--- src/rtl/fusion_mac_unit.sv ---
// Pipelined bit-fusion MAC element: splits operand words into precision-selected
// sub-elements, forms per-lane dot products and accumulates them with saturation.
module fusion_mac_unit #(
    parameter int MAX_W = 8,
    parameter int ACC_W = 16
) (
    input  logic                       clk,
    input  logic                       rst_n,
    input  logic                       in_valid,
    output logic                       in_ready,
    input  logic [MAX_W-1:0]           in,
    input  logic [MAX_W-1:0]           weight,
    input  logic [1:0]                 in_wsel,
    input  logic [1:0]                 wt_wsel,
    input  logic                       s_in,
    input  logic                       s_weight,
    input  logic                       first,
    input  logic                       last,
    input  logic [MAX_W/2*ACC_W-1:0]   psum_in,
    output logic                       out_valid,
    input  logic                       out_ready,
    output logic [MAX_W/2*ACC_W-1:0]   psum_out,
    output logic                       sat,
    output logic                       cfg_err
);

    localparam int L  = MAX_W / 2;
    localparam int SW = MAX_W + 2;
    localparam int PW = 2 * MAX_W + 3;
    localparam int EW = ((ACC_W > PW) ? ACC_W : PW) + 2;
    localparam logic signed [EW-1:0] SMAX = (EW'(1) <<< (ACC_W - 1)) - EW'(1);
    localparam logic signed [EW-1:0] SMIN = -(EW'(1) <<< (ACC_W - 1));
    localparam logic signed [EW-1:0] UMAX = (EW'(1) <<< ACC_W) - EW'(1);

    // The 16b code only exists when the word is 16 bits wide; otherwise fall back to 2b.
    function automatic logic [1:0] dec_w(input logic [1:0] code);
        return (MAX_W == 8 && code == 2'd3) ? 2'd0 : code;
    endfunction

    function automatic int wbits(input logic [1:0] code);
        return 2 << code;
    endfunction

    function automatic int n_elem(input logic [1:0] code);
        return MAX_W >> (int'(code) + 1);
    endfunction

    function automatic logic signed [MAX_W:0] elem(input logic [MAX_W-1:0] word,
                                                   input int idx, input int w,
                                                   input logic sgn);
        logic [MAX_W-1:0] t;
        logic [MAX_W:0]   e;
        t = (word >> (idx * w)) << (MAX_W - w);
        e = {sgn & t[MAX_W-1], t};
        return $signed(e) >>> (MAX_W - w);
    endfunction

    logic [1:0]          cfg_iw_q, cfg_iw_d, cfg_ww_q, cfg_ww_d;
    logic                cfg_si_q, cfg_si_d, cfg_sw_q, cfg_sw_d;
    logic                cfg_err_q, cfg_err_d;
    logic                s1_valid_q, s1_valid_d, s1_first_q, s1_first_d;
    logic                s1_last_q, s1_last_d, s1_sgn_q, s1_sgn_d;
    logic [L-1:0]        s1_act_q, s1_act_d;
    logic [L*PW-1:0]     s1_p_q, s1_p_d;
    logic [L*ACC_W-1:0]  s1_psum_q, s1_psum_d;
    logic [L*ACC_W-1:0]  acc_q, acc_d, acc_nxt;
    logic                sat_acc_q, sat_acc_d, sat_run;
    logic                out_valid_q, out_valid_d, out_sat_q, out_sat_d;
    logic [L*ACC_W-1:0]  out_psum_q, out_psum_d;

    logic en, accept, cfg_load;

    // Handshake: a beat transfers on a rising edge with in_valid & in_ready; a result
    // transfers with out_valid & out_ready. in_ready is low only while a result is held.
    assign en       = ~out_valid_q | out_ready;
    assign accept   = in_valid & en;
    assign cfg_load = accept & first;

    always_comb begin : front_end
        logic [1:0]            eff_iw, eff_ww;
        logic                  eff_si, eff_sw;
        logic signed [SW-1:0]  xsum;
        int                    iwb, wwb;
        eff_iw = cfg_load ? dec_w(in_wsel) : cfg_iw_q;
        eff_ww = cfg_load ? dec_w(wt_wsel) : cfg_ww_q;
        eff_si = cfg_load ? s_in : cfg_si_q;
        eff_sw = cfg_load ? s_weight : cfg_sw_q;
        cfg_iw_d  = eff_iw;
        cfg_ww_d  = eff_ww;
        cfg_si_d  = eff_si;
        cfg_sw_d  = eff_sw;
        cfg_err_d = cfg_err_q |
                    (cfg_load & (MAX_W == 8) & ((in_wsel == 2'd3) | (wt_wsel == 2'd3)));
        iwb  = wbits(eff_iw);
        wwb  = wbits(eff_ww);
        xsum = '0;
        for (int i = 0; i < L; i++) begin
            if (i < n_elem(eff_iw)) xsum = xsum + SW'(elem(in, i, iwb, eff_si));
        end
        s1_p_d   = '0;
        s1_act_d = '0;
        for (int j = 0; j < L; j++) begin
            if (j < n_elem(eff_ww)) begin
                s1_p_d[j*PW +: PW] = PW'(elem(weight, j, wwb, eff_sw)) * PW'(xsum);
                s1_act_d[j]        = 1'b1;
            end
        end
        if (!en) begin
            s1_p_d   = s1_p_q;
            s1_act_d = s1_act_q;
        end
        s1_valid_d = en ? in_valid : s1_valid_q;
        s1_first_d = en ? first : s1_first_q;
        s1_last_d  = en ? last : s1_last_q;
        s1_sgn_d   = en ? (eff_si | eff_sw) : s1_sgn_q;
        s1_psum_d  = en ? psum_in : s1_psum_q;
    end

    always_comb begin : accumulate
        logic [ACC_W-1:0]      base;
        logic signed [EW-1:0]  base_ext, sum_ext, lim;
        logic                  any_clamp;
        any_clamp = 1'b0;
        acc_nxt   = '0;
        base      = '0;
        base_ext  = '0;
        sum_ext   = '0;
        lim       = '0;
        for (int j = 0; j < L; j++) begin
            base     = s1_first_q ? s1_psum_q[j*ACC_W +: ACC_W] : acc_q[j*ACC_W +: ACC_W];
            base_ext = s1_sgn_q ? EW'(signed'(base)) : EW'(base);
            sum_ext  = base_ext + EW'(signed'(s1_p_q[j*PW +: PW]));
            lim      = sum_ext;
            if (s1_sgn_q) begin
                if (sum_ext > SMAX)      lim = SMAX;
                else if (sum_ext < SMIN) lim = SMIN;
            end else begin
                if (sum_ext[EW-1])       lim = '0;
                else if (sum_ext > UMAX) lim = UMAX;
            end
            if (s1_act_q[j]) begin
                acc_nxt[j*ACC_W +: ACC_W] = ACC_W'(lim);
                any_clamp = any_clamp | (lim != sum_ext);
            end
        end
        sat_run     = (s1_first_q ? 1'b0 : sat_acc_q) | any_clamp;
        acc_d       = acc_q;
        sat_acc_d   = sat_acc_q;
        out_valid_d = out_valid_q;
        out_psum_d  = out_psum_q;
        out_sat_d   = out_sat_q;
        if (en) begin
            out_valid_d = s1_valid_q & s1_last_q;
            if (s1_valid_q && s1_last_q) begin
                out_psum_d = acc_nxt;
                out_sat_d  = sat_run;
                acc_d      = '0;
                sat_acc_d  = 1'b0;
            end else if (s1_valid_q) begin
                acc_d      = acc_nxt;
                sat_acc_d  = sat_run;
            end
        end
    end

    always_ff @(posedge clk or negedge rst_n) begin
        if (!rst_n) begin
            cfg_iw_q    <= '0;
            cfg_ww_q    <= '0;
            cfg_si_q    <= 1'b0;
            cfg_sw_q    <= 1'b0;
            cfg_err_q   <= 1'b0;
            s1_valid_q  <= 1'b0;
            s1_first_q  <= 1'b0;
            s1_last_q   <= 1'b0;
            s1_sgn_q    <= 1'b0;
            s1_act_q    <= '0;
            s1_p_q      <= '0;
            s1_psum_q   <= '0;
            acc_q       <= '0;
            sat_acc_q   <= 1'b0;
            out_valid_q <= 1'b0;
            out_psum_q  <= '0;
            out_sat_q   <= 1'b0;
        end else begin
            cfg_iw_q    <= cfg_iw_d;
            cfg_ww_q    <= cfg_ww_d;
            cfg_si_q    <= cfg_si_d;
            cfg_sw_q    <= cfg_sw_d;
            cfg_err_q   <= cfg_err_d;
            s1_valid_q  <= s1_valid_d;
            s1_first_q  <= s1_first_d;
            s1_last_q   <= s1_last_d;
            s1_sgn_q    <= s1_sgn_d;
            s1_act_q    <= s1_act_d;
            s1_p_q      <= s1_p_d;
            s1_psum_q   <= s1_psum_d;
            acc_q       <= acc_d;
            sat_acc_q   <= sat_acc_d;
            out_valid_q <= out_valid_d;
            out_psum_q  <= out_psum_d;
            out_sat_q   <= out_sat_d;
        end
    end

    assign in_ready  = en;
    assign out_valid = out_valid_q;
    assign psum_out  = out_psum_q;
    assign sat       = out_sat_q;
    assign cfg_err   = cfg_err_q;

endmodule

--- config.mk ---
export PLATFORM = sky130hd
export DESIGN_NAME = fusion_mac_unit
export DESIGN_NICKNAME = d
export VERILOG_FILES = /design/src/rtl/fusion_mac_unit.sv
export SDC_FILE = /design/constraint.sdc
export NUM_CORES = 1
export LEC_CHECK = 0
export ABC_AREA = 1
export BUFFER_PORTS_ARGS = -buffer_cell sky130_fd_sc_hd__buf_4
export CORE_MARGIN = 8
export CORE_UTILIZATION = 55
export DETAILED_ROUTE_END_ITERATION = 6
export PLACE_DENSITY = 0.72
export SKIP_CTS_REPAIR_TIMING = 1
export SKIP_LAST_GASP = 1
export SYNTH_ARGS = -nofsm -noshare
export SYNTH_HDL_FRONTEND = slang
export SYNTH_SLANG_ARGS = --single-unit
export TNS_END_PERCENT = 5
--- constraint.sdc ---
create_clock -name clk -period 17.68 [get_ports clk]
set_input_delay 3.536 -clock clk [delete_from_list [all_inputs] [get_ports clk]]
set_output_delay 3.536 -clock clk [all_outputs]
set_load 0.03 [all_outputs]
# Yosys cells after proc, flatten, opt, wreduce, memory -nomap -nowiden
# Cells that the tools add are included.
# op_classes
addsub	11
multipliers	6
eq_ne	6
n_mux	59
shift	26
n_bitwise	21
magnitude_cmp	20
reduce_logical	4
# op_table
op	count
21-bit 2-to-1 mux	16
8-bit by 32-bit left shift with 8-bit output	8
9-bit by 32-bit >>> shifter with 9-bit output	8
8-bit by 32-bit right shift with 8-bit output	6
20-bit 2-to-1 mux	8
3-bit by 32-bit less-than comparator with 1-bit output, first input constant	4
16-bit 2-to-1 mux	8
64-bit 2-to-1 mux	2
21-bit by 19-bit adder with 21-bit output	4
21-bit by 16-bit greater-than comparator with 1-bit output, second input constant	4
21-bit by 17-bit greater-than comparator with 1-bit output, second input constant	4
21-bit by 16-bit less-than comparator with 1-bit output, second input constant	4
21-bit != test	4
9-bit by 10-bit multiplier with 19-bit output	4
19-bit 2-to-1 mux	4
1-bit by 32-bit less-than comparator with 1-bit output, first input constant	2
2-bit by 32-bit less-than comparator with 1-bit output, first input constant	2
3-bit by 32-bit multiplier with 32-bit output, first input constant	2
2-bit by 2-bit left shift with 32-bit output, first input constant	2
4-bit by 3-bit right shift with 32-bit output, first input constant	2
5-bit by 32-bit subtractor with 32-bit output, first input constant	2
10-bit 2-to-1 mux	4
10-bit by 9-bit adder with 10-bit output	3
1-bit 2-to-1 mux	13
9 further kinds	33
# word_totals
regBits	286
out_inout_bits	68

# Depth between registers and ports, before layout
# Gate-level depths: netlist of the first run.
# logic_depth
word_depth	19
depth_mapped	78
ltp_nobuf	74

# Worst setup path before layout of the first run
# No wires, ideal clock.
# synth_timing
path_kind	input-to-reg
from	input out_ready
to	register s1_p_q[55]
arrival_ps	15030
path_buffers	5
required_ps	17557
cell_stages	68
setup_slack_ps	2526
setup_time_ps	123
cell_sequence	nor2_2 > inv_2 > nand3_2 > inv_2 > o21ai_0 > inv_1 > ha_1 > clkbuf_2 > inv_1 > clkbuf_1 > buf_1 > clkbuf_1 > ha_1 > nor2_1 > inv_2 > nor2_1 > a22oi_1 > nor2_1 > [... 32 more ...] > inv_1 > ha_1 > nand2_1 > nor2_1 > a211oi_1 > nor2_1 > o21ai_0 > nand2_1 > nand2_1 > nand2_1 > a21oi_1 > nor2_1 > o21ai_0 > nand2_1 > a21oi_1 > o21bai_1 > o21ai_0 > nand2_1
# synth_via
elab_chain_cells	18
# synth_lines
element	line_no	text
start, declared	21	input logic out_ready,
1-bit bitwise OR *	75	assign en = ~out_valid_q | out_ready;
1-bit bitwise AND *	76	assign accept = in_valid & en;
1-bit bitwise AND *	77	assign cfg_load = accept & first;
2-bit 2-to-1 mux *	84	eff_iw = cfg_load ? dec_w(in_wsel) : cfg_iw_q;
named net cfg_iw_d[0]	58	logic [1:0] cfg_iw_q, cfg_iw_d, cfg_ww_q, cfg_ww_d;
2-bit by 2-bit left shift with 32-bit output	41	return 2 << code;
5-bit by 32-bit subtractor with 32-bit output	53, 55	
8-bit by 32-bit left shift with 8-bit output	53	t = (word >> (idx * w)) << (MAX_W - w);
[... 3 more ...]	n/a	
10-bit by 9-bit adder with 10-bit output	98	if (i < n_elem(eff_iw)) xsum = xsum + SW'(elem(in, i, iwb, eff_si));
10-bit 2-to-1 mux	98	
10-bit by 9-bit adder with 10-bit output	98	
10-bit 2-to-1 mux	98	
10-bit by 9-bit adder with 10-bit output	98	
10-bit 2-to-1 mux *	98	
9-bit by 10-bit multiplier with 19-bit output *	104	s1_p_d[j*PW +: PW] = PW'(elem(weight, j, wwb, eff_sw)) * PW'(xsum);
19-bit 2-to-1 mux *	103	if (j < n_elem(eff_ww)) begin
end signal, assigned	196	s1_p_q <= s1_p_d;
end, declared	64	logic [L*PW-1:0] s1_p_q, s1_p_d;
# The timed path passes the listed nets; every way through them passes the cells marked *.
# A chain may end at the register's enable or synchronous reset.

# Worst setup path in the final report of the first run
# layout_timing
from	input out_ready
to	register s1_p_q[17]
# Same word-level chain as after synthesis.

==> reports/results.md, run 1 <==
### Worst hold path
• **cell depth of the worst min-delay path** 1
• **launch instance of the worst min-delay path** cfg_err
• **classification of the worst-slack hold path** flop to flop
• **worst min-delay path endpoint** cfg_err

### Timing
• **FMAX** 0.0624 GHz
• **final-report max-slew violation count** 0
• **period utilisation layout** 0.906
• **RSZ-0062 raised after global routing** no
• **Tightest Pin Transition** 1240 ps
• **setup slack of the critical path after layout** 1660 ps
• **number of hold violations in the final report** 0
• **number of failing setup endpoints in the final timing report** 0
• **max_slew headroom** 0.172
• **Fin Clk Skew** 41.7 ps
• **setup_tns** 0 ps
• **minimum period implied by the final worst setup slack** 16020 ps

### Place
• **Placement Setup Slack** 1310 ps
• **Detailed Place HPWL** 84500 microns
• **count of buffers from port buffering** 159
• **weighted congestion reported at the end of routability-driven placement** 0.955

### Synthesis
• **gate count after technology mapping** 5391
• **dominant combinational cell family by area after synthesis** simple AND/OR/NAND/NOR gates
• **XOR/XNOR share of the synthesized area** 0.0337
• **total nets after synthesis** 6087
• **post-synthesis mux area share** 0
• **average instance area after synthesis** 6.84 sq um
• **Synth cell types** 61
• **number of flops mapped to enable cells by yosys** 0
• **number of warnings printed during yosys synthesis** 0
• **proportion of synthesized chip area in sequential cells** 0.193
• **area share of fa/ha/maj cells after synthesis** 0.262
• **simple-gate share of the synthesized area** 0.280
• **netlist area before placement** 36900 sq um
• **most instantiated flip-flop cell in the synthesis netlist** sky130_fd_sc_hd__dfrtp_1
• **compound-cell area share of the yosys netlist** 0.115
• **post-synthesis async set-or-reset flop share** 1.00
• **number of flip-flops and latches in the synthesized netlist** 285

### Drt
• **average routed wire per standard cell** 16.9 microns
• **overall routed net length** 107000 microns
• **drt initial violations** 3042
• **remaining number of nets flagged by the antenna check after routing** 0
• **number of iterations in the first detailed-routing pass** 6
• **DRC violation count after routing** 0
• **mean number of vias per cell** 5.52
• **count of vias placed by the detailed router** 34.9k

### Layout
• **share of the core filled with cells** 0.594
• **# diodes** 0
• **number of nets in the finished design** 6132
• **Area growth, synth to finish** 7.72%
• **layout cells sized above 1** 0.0621
• **most frequent standard cell in the layout excluding fill and tap cells** sky130_fd_sc_hd__nand2_1
• **commonest cells after routing, fill and taps aside** 1633 x sky130_fd_sc_hd__nand2_1, 890 x sky130_fd_sc_hd__inv_1, 428 x sky130_fd_sc_hd__nor2_1

### Floorplanning
• **I/O pin total** 160
• **die extent in x** 275 microns
• **core footprint** 66800 sq um
• **Die ar.** 75600 sq um
• **height of the die** 275 microns
• **num rows** 95
• **initial standard-cell utilization of the core** 0.552

### CTS
• **clock root buffer** sky130_fd_sc_hd__clkbuf_16
• **clock slew seen by the registers of the worst setup and hold paths** 60 ps
• **clock network latency to the later pin of the worst-skew pair** 550 ps
• **maximum level of the CTS H-tree** 2
• **number of clock buffers inserted by TritonCTS** 34
• **CTS tree** built
• **Max clock buf depth** 3
• **total clock sinks** 285

### Job
• **Max-Cap Viols** 0

### Global route
• **wire length of the first global-routing pass** 173000 microns
• **number of antenna violations at the first check in global routing** 0
• **total grt overflow** 0
• **maximum number of pins on one net before global-route repair** 147
• **gr usage total** 0.281
• **via count of the first global-routing pass** 32.8k

### Critical path
• **worst setup slack for register-to-register paths** 4350 ps
• **cell mode on critical path** sky130_fd_sc_hd__nand2_1
• **CP max FO** 33
• **Worst Setup Path Type** primary input to flop
• **required time at the endpoint of the critical path** 18090 ps
• **CP max-delay cell** sky130_fd_sc_hd__inv_1
• **type of element launching the critical path** primary input
• **Arr. time, crit path** 16430 ps
• **category of the worst setup path capture point** flop
• **CP max stage delay** 580 ps
• **Register-to-Register Path Depth** 65
• **capture point of the worst reg-to-reg path** s1_p_q[17]
• **Reg2Reg Launch Point** out_valid

### Outcome
• **status** complete, no violations

[worst max-delay path by stage]
stage | start | end | slack, ps | depth (start not counted)
2_1_floorplan | out_ready | s1_p_q[55] | 2530 | 68
3_3_place_gp | out_ready | s1_p_q[55] | 1520 | 66
3_5_place_dp | out_ready | s1_p_q[17] | 1310 | 65
4_1_cts | out_ready | s1_p_q[17] | 1770 | 66
5_1_grt | out_ready | s1_p_q[17] | 490 | 66
6_report | out_ready | s1_p_q[17] | 1660 | 65
[metal layers]
metal / track usage / vias to the layer above / wire [microns]
met3: 0.0444 / 180 / 9340
met2: 0.431 / 1270 / 46000
li1: - / 17000 / -
met1: 0.413 / 16400 / 49300
met5: 0 / - / 0
met4: 0.0697 / 0 / 2610
[final cells by class]
class / count / area [sq um]
sequential: 285 / 7140
tap: 873 / 1090
multi-input combinational: 4002 / 25500
fill: 6399 / 27100
clock inverter: 16 / 180
clock buffer: 43 / 915
timing repair buffer: 187 / 1420
inverter: 926 / 3480
[through the flow]
stage | cells | cell area, sq um | hold slack [ps]
after floorplan | 5391 | 36900 | 449
after detailed placement | 6273 | 38600 | 447
final | 6332 | 39700 | 465
after global placement | 6273 | 38600 | 449
after CTS | 6332 | 39700 | 469
after global routing | 6332 | 39700 | 481
[synthesized netlist by cell type, types with 15 or more instances]
cell / instances / area, sq um
sky130_fd_sc_hd__nor2_1: 430 / 1610
sky130_fd_sc_hd__clkbuf_1: 115 / 432
sky130_fd_sc_hd__nor3_1: 26 / 130
sky130_fd_sc_hd__inv_1: 891 / 3340
sky130_fd_sc_hd__o21ai_1: 34 / 170
sky130_fd_sc_hd__nand3b_1: 27 / 203
sky130_fd_sc_hd__fa_1: 280 / 5610
sky130_fd_sc_hd__buf_2: 28 / 140
sky130_fd_sc_hd__xor2_1: 71 / 622
sky130_fd_sc_hd__o22ai_1: 70 / 438
sky130_fd_sc_hd__nand2_1: 1633 / 6130
sky130_fd_sc_hd__nand4_1: 45 / 282
sky130_fd_sc_hd__o21ai_0: 298 / 1490
sky130_fd_sc_hd__a22o_1: 28 / 245
sky130_fd_sc_hd__inv_2: 28 / 105
sky130_fd_sc_hd__buf_1: 18 / 67.6
sky130_fd_sc_hd__a31oi_1: 16 / 100
sky130_fd_sc_hd__xnor2_1: 71 / 622
sky130_fd_sc_hd__nand2_2: 15 / 93.8
sky130_fd_sc_hd__dfrtp_1: 285 / 7130
sky130_fd_sc_hd__o21bai_1: 39 / 293
sky130_fd_sc_hd__a21oi_1: 165 / 826
sky130_fd_sc_hd__nand3_1: 305 / 1530
sky130_fd_sc_hd__ha_1: 324 / 4050
sky130_fd_sc_hd__o211ai_1: 16 / 120
[cells by family (layout without fill, tap and decap cells)]
| logic type | Yosys count | count (layout) |
|---|---|---|
| AO/OA/AOI/OAI | 727 | 727 |
| XOR/XNOR | 142 | 142 |
| adder cells (fa/ha/maj) | 604 | 604 |
| flip-flops | 285 | 285 |
| AND/OR/NAND/NOR | 2529 | 2529 |
| buffers and inverters | 1104 | 1172 |
[registers in the layout, indices dropped and copies added, names as in the netlist]
register / count
s1_last_q: 1
s1_first_q: 1
s1_sgn_q: 1
acc_q: 64
cfg_sw_q: 1
s1_valid_q: 1
cfg_err: 1
sat_acc_q: 1
psum_out: 64
out_valid: 1
sat: 1
s1_psum_q: 64
s1_act_q: 3
cfg_si_q: 1
cfg_ww_q: 2
cfg_iw_q: 2
s1_p_q: 76
[worst max-delay path, delay by kind of cell]
family / cells / cell delay (ps)
xor+xnor: 3 / 410
buf+inv: 12 / 1930
simple gates: 19 / 1850
fa+ha+maj: 11 / 4640
compound gates: 20 / 4000
Power of run 1 is left out: the tool's default activity adds up to more than one toggle a clock period on the data nets, which glitch-free logic cannot reach.
==> inputs of run 2 (changes only) <==
Clock period 17.68 ns to 18.3 ns, I/O delays scaled along.
==> reports/results.md, run 2 (same netlist as run 1, synthesis figures left out) <==
### Timing
• **Fin Clk Skew** 33.0 ps, -8.75 ps
• **setup_tns** 0 ps, unchanged
• **minimum period implied by the final worst setup slack** 16460 ps
• **Tightest Pin Transition** 1240 ps, -1.15 ps
• **period utilisation layout** 0.900
• **max_slew headroom** 0.173, +0.000766
• **FMAX** 0.0607 GHz
• **number of failing setup endpoints in the final timing report** 0, unchanged
• **final-report max-slew violation count** 0, unchanged
• **number of hold violations in the final report** 0, unchanged
• **RSZ-0062 raised after global routing** no

### Worst hold path
• **classification of the worst-slack hold path** flop to flop

### Layout
• **number of nets in the finished design** 6129, -0.049%
• **most frequent standard cell in the layout excluding fill and tap cells** sky130_fd_sc_hd__nand2_1
• **layout cells sized above 1** 0.0616, -0.000527
• **register name with the most flops** s1_p_q
• **Final Instance Count excl. Fillers** 6330, -0.032%
• **Area growth, synth to finish** 7.65%, about the same
• **max reg flops** 76, unchanged
• **commonest cells after routing, fill and taps aside** 1633 x sky130_fd_sc_hd__nand2_1, 890 x sky130_fd_sc_hd__inv_1, 428 x sky130_fd_sc_hd__nor2_1
• **# diodes** 0, unchanged

### Global route
• **wire length of the first global-routing pass** 175000 microns, +1.1%
• **gr usage total** 0.284, +0.00300
• **maximum number of pins on one net before global-route repair** 100, -32%
• **total grt overflow** 0, unchanged
• **number of antenna violations at the first check in global routing** 0, unchanged
• **via count of the first global-routing pass** 33.2k, +1.1%

### Floorplanning
• **die extent in x** 275 microns, unchanged
• **initial standard-cell utilization of the core** 0.552, unchanged
• **Die ar.** 75600 sq um, unchanged
• **core footprint** 66800 sq um, unchanged
• **I/O pin total** 160, unchanged
• **num rows** 95, unchanged
• **height of the die** 275 microns, unchanged

### Drt
• **count of vias placed by the detailed router** 34.6k, -1.1%
• **overall routed net length** 107000 microns, about the same
• **number of iterations in the first detailed-routing pass** 6, unchanged
• **remaining number of nets flagged by the antenna check after routing** 0, unchanged
• **DRC violation count after routing** 0, unchanged
• **drt initial violations** 3098, +1.8%
• **average routed wire per standard cell** 16.9 microns, about the same
• **mean number of vias per cell** 5.46, -1.0%

### CTS
• **CTS tree** built
• **clock root buffer** sky130_fd_sc_hd__clkbuf_16
• **clock network latency to the later pin of the worst-skew pair** 550 ps, about the same
• **number of clock buffers inserted by TritonCTS** 34, unchanged
• **Max clock buf depth** 3, unchanged
• **total clock sinks** 285, unchanged
• **clock slew seen by the registers of the worst setup and hold paths** 60 ps, about the same
• **maximum level of the CTS H-tree** 2, unchanged

### Critical path
• **CP max FO** 33, unchanged
• **type of element launching the critical path** primary input
• **category of the worst setup path capture point** flop
• **worst setup slack for register-to-register paths** 4670 ps, +320 ps
• **Worst Setup Path Type** primary input to flop
• **CP max stage delay** 650 ps, +70 ps
• **required time at the endpoint of the critical path** 18750 ps, +660 ps
• **cell mode on critical path** sky130_fd_sc_hd__inv_1
• **CP max-delay cell** sky130_fd_sc_hd__fa_1
• **Arr. time, crit path** 16920 ps, +490 ps

### Place
• **count of buffers from port buffering** 159, unchanged
• **Detailed Place HPWL** 84900 microns, +0.52%
• **weighted congestion reported at the end of routability-driven placement** 0.960, +0.56%
• **placed cells** 6270, -0.048%

### Outcome
• **status** complete, no violations

### Job
• **Max-Cap Viols** 0, unchanged

==> run 2: cell types whose count changed in the layout (fill, tap and decap cells not counted) <==
cell,before,now
sky130_fd_sc_hd__buf_12,1,0
sky130_fd_sc_hd__buf_4,185,183
sky130_fd_sc_hd__bufinv_16,3,2
sky130_fd_sc_hd__clkbuf_1,6,7
sky130_fd_sc_hd__clkbuf_8,3,6
sky130_fd_sc_hd__clkinv_2,9,5
sky130_fd_sc_hd__clkinv_4,0,1
sky130_fd_sc_hd__clkinvlp_4,1,2
==> run 2: worst paths after layout <==
path                            endpoint           from  cells after the start
setup / recovery              s1_p_q[56]      out_ready                     62
hold / removal             s1_psum_q[46]  s1_psum_q[46]                      2
setup reg to reg              s1_p_q[56]      out_valid                     62
hold reg to reg            s1_psum_q[46]  s1_psum_q[46]                      2
max in group asynchronous       s1_sgn_q          rst_n                      2
min in group asynchronous      acc_q[39]          rst_n                      1
==> run 2: through the flow <==
step | worst slack, ps | instance area, sq um | utilization | hold slack, ps
3_5_place_dp | 1470 | 38600 | 0.578 | 452
2_1_floorplan | 3020 | 36900 | - | 449
4_1_cts | 2040 | 39700 | 0.594 | 474
6_report | 1840 | 39700 | 0.594 | 478
3_3_place_gp | 1740 | 38600 | 0.578 | 452
5_1_grt | 449 | 39700 | 0.594 | 494
==> run 2: worst max-delay path: cells and delay by family <==
| kind | cells | cell delay [ps] |
|---|---|---|
| adders and majority gates | 11 | 4680 |
| AOI/OAI and AO/OA | 15 | 2710 |
| buffers and inverters | 14 | 2180 |
| xor gates and xnor gates | 3 | 450 |
| and+or+nand+nor | 19 | 3170 |
==> run 2: final cells by class <==
cell class | count | area (sq um)
fillers | 6538 | 27100
multi-input cells | 4002 | 25500
flip-flops and latches | 285 | 7140
inverters | 926 | 3480
repair buffers | 184 | 1390
well taps | 873 | 1090
clock buffers | 47 | 960
clock inverters | 13 | 146
==> run 2: routing by layer <==
layer	vias up	wire (microns)	GRT usage
li1	17000	-	-
met1	16100	50000	0.416
met2	1190	45900	0.433
met3	188	8210	0.0414
met4	0	3170	0.0856
met5	-	0	0
Power of run 2 is left out for the same reason.
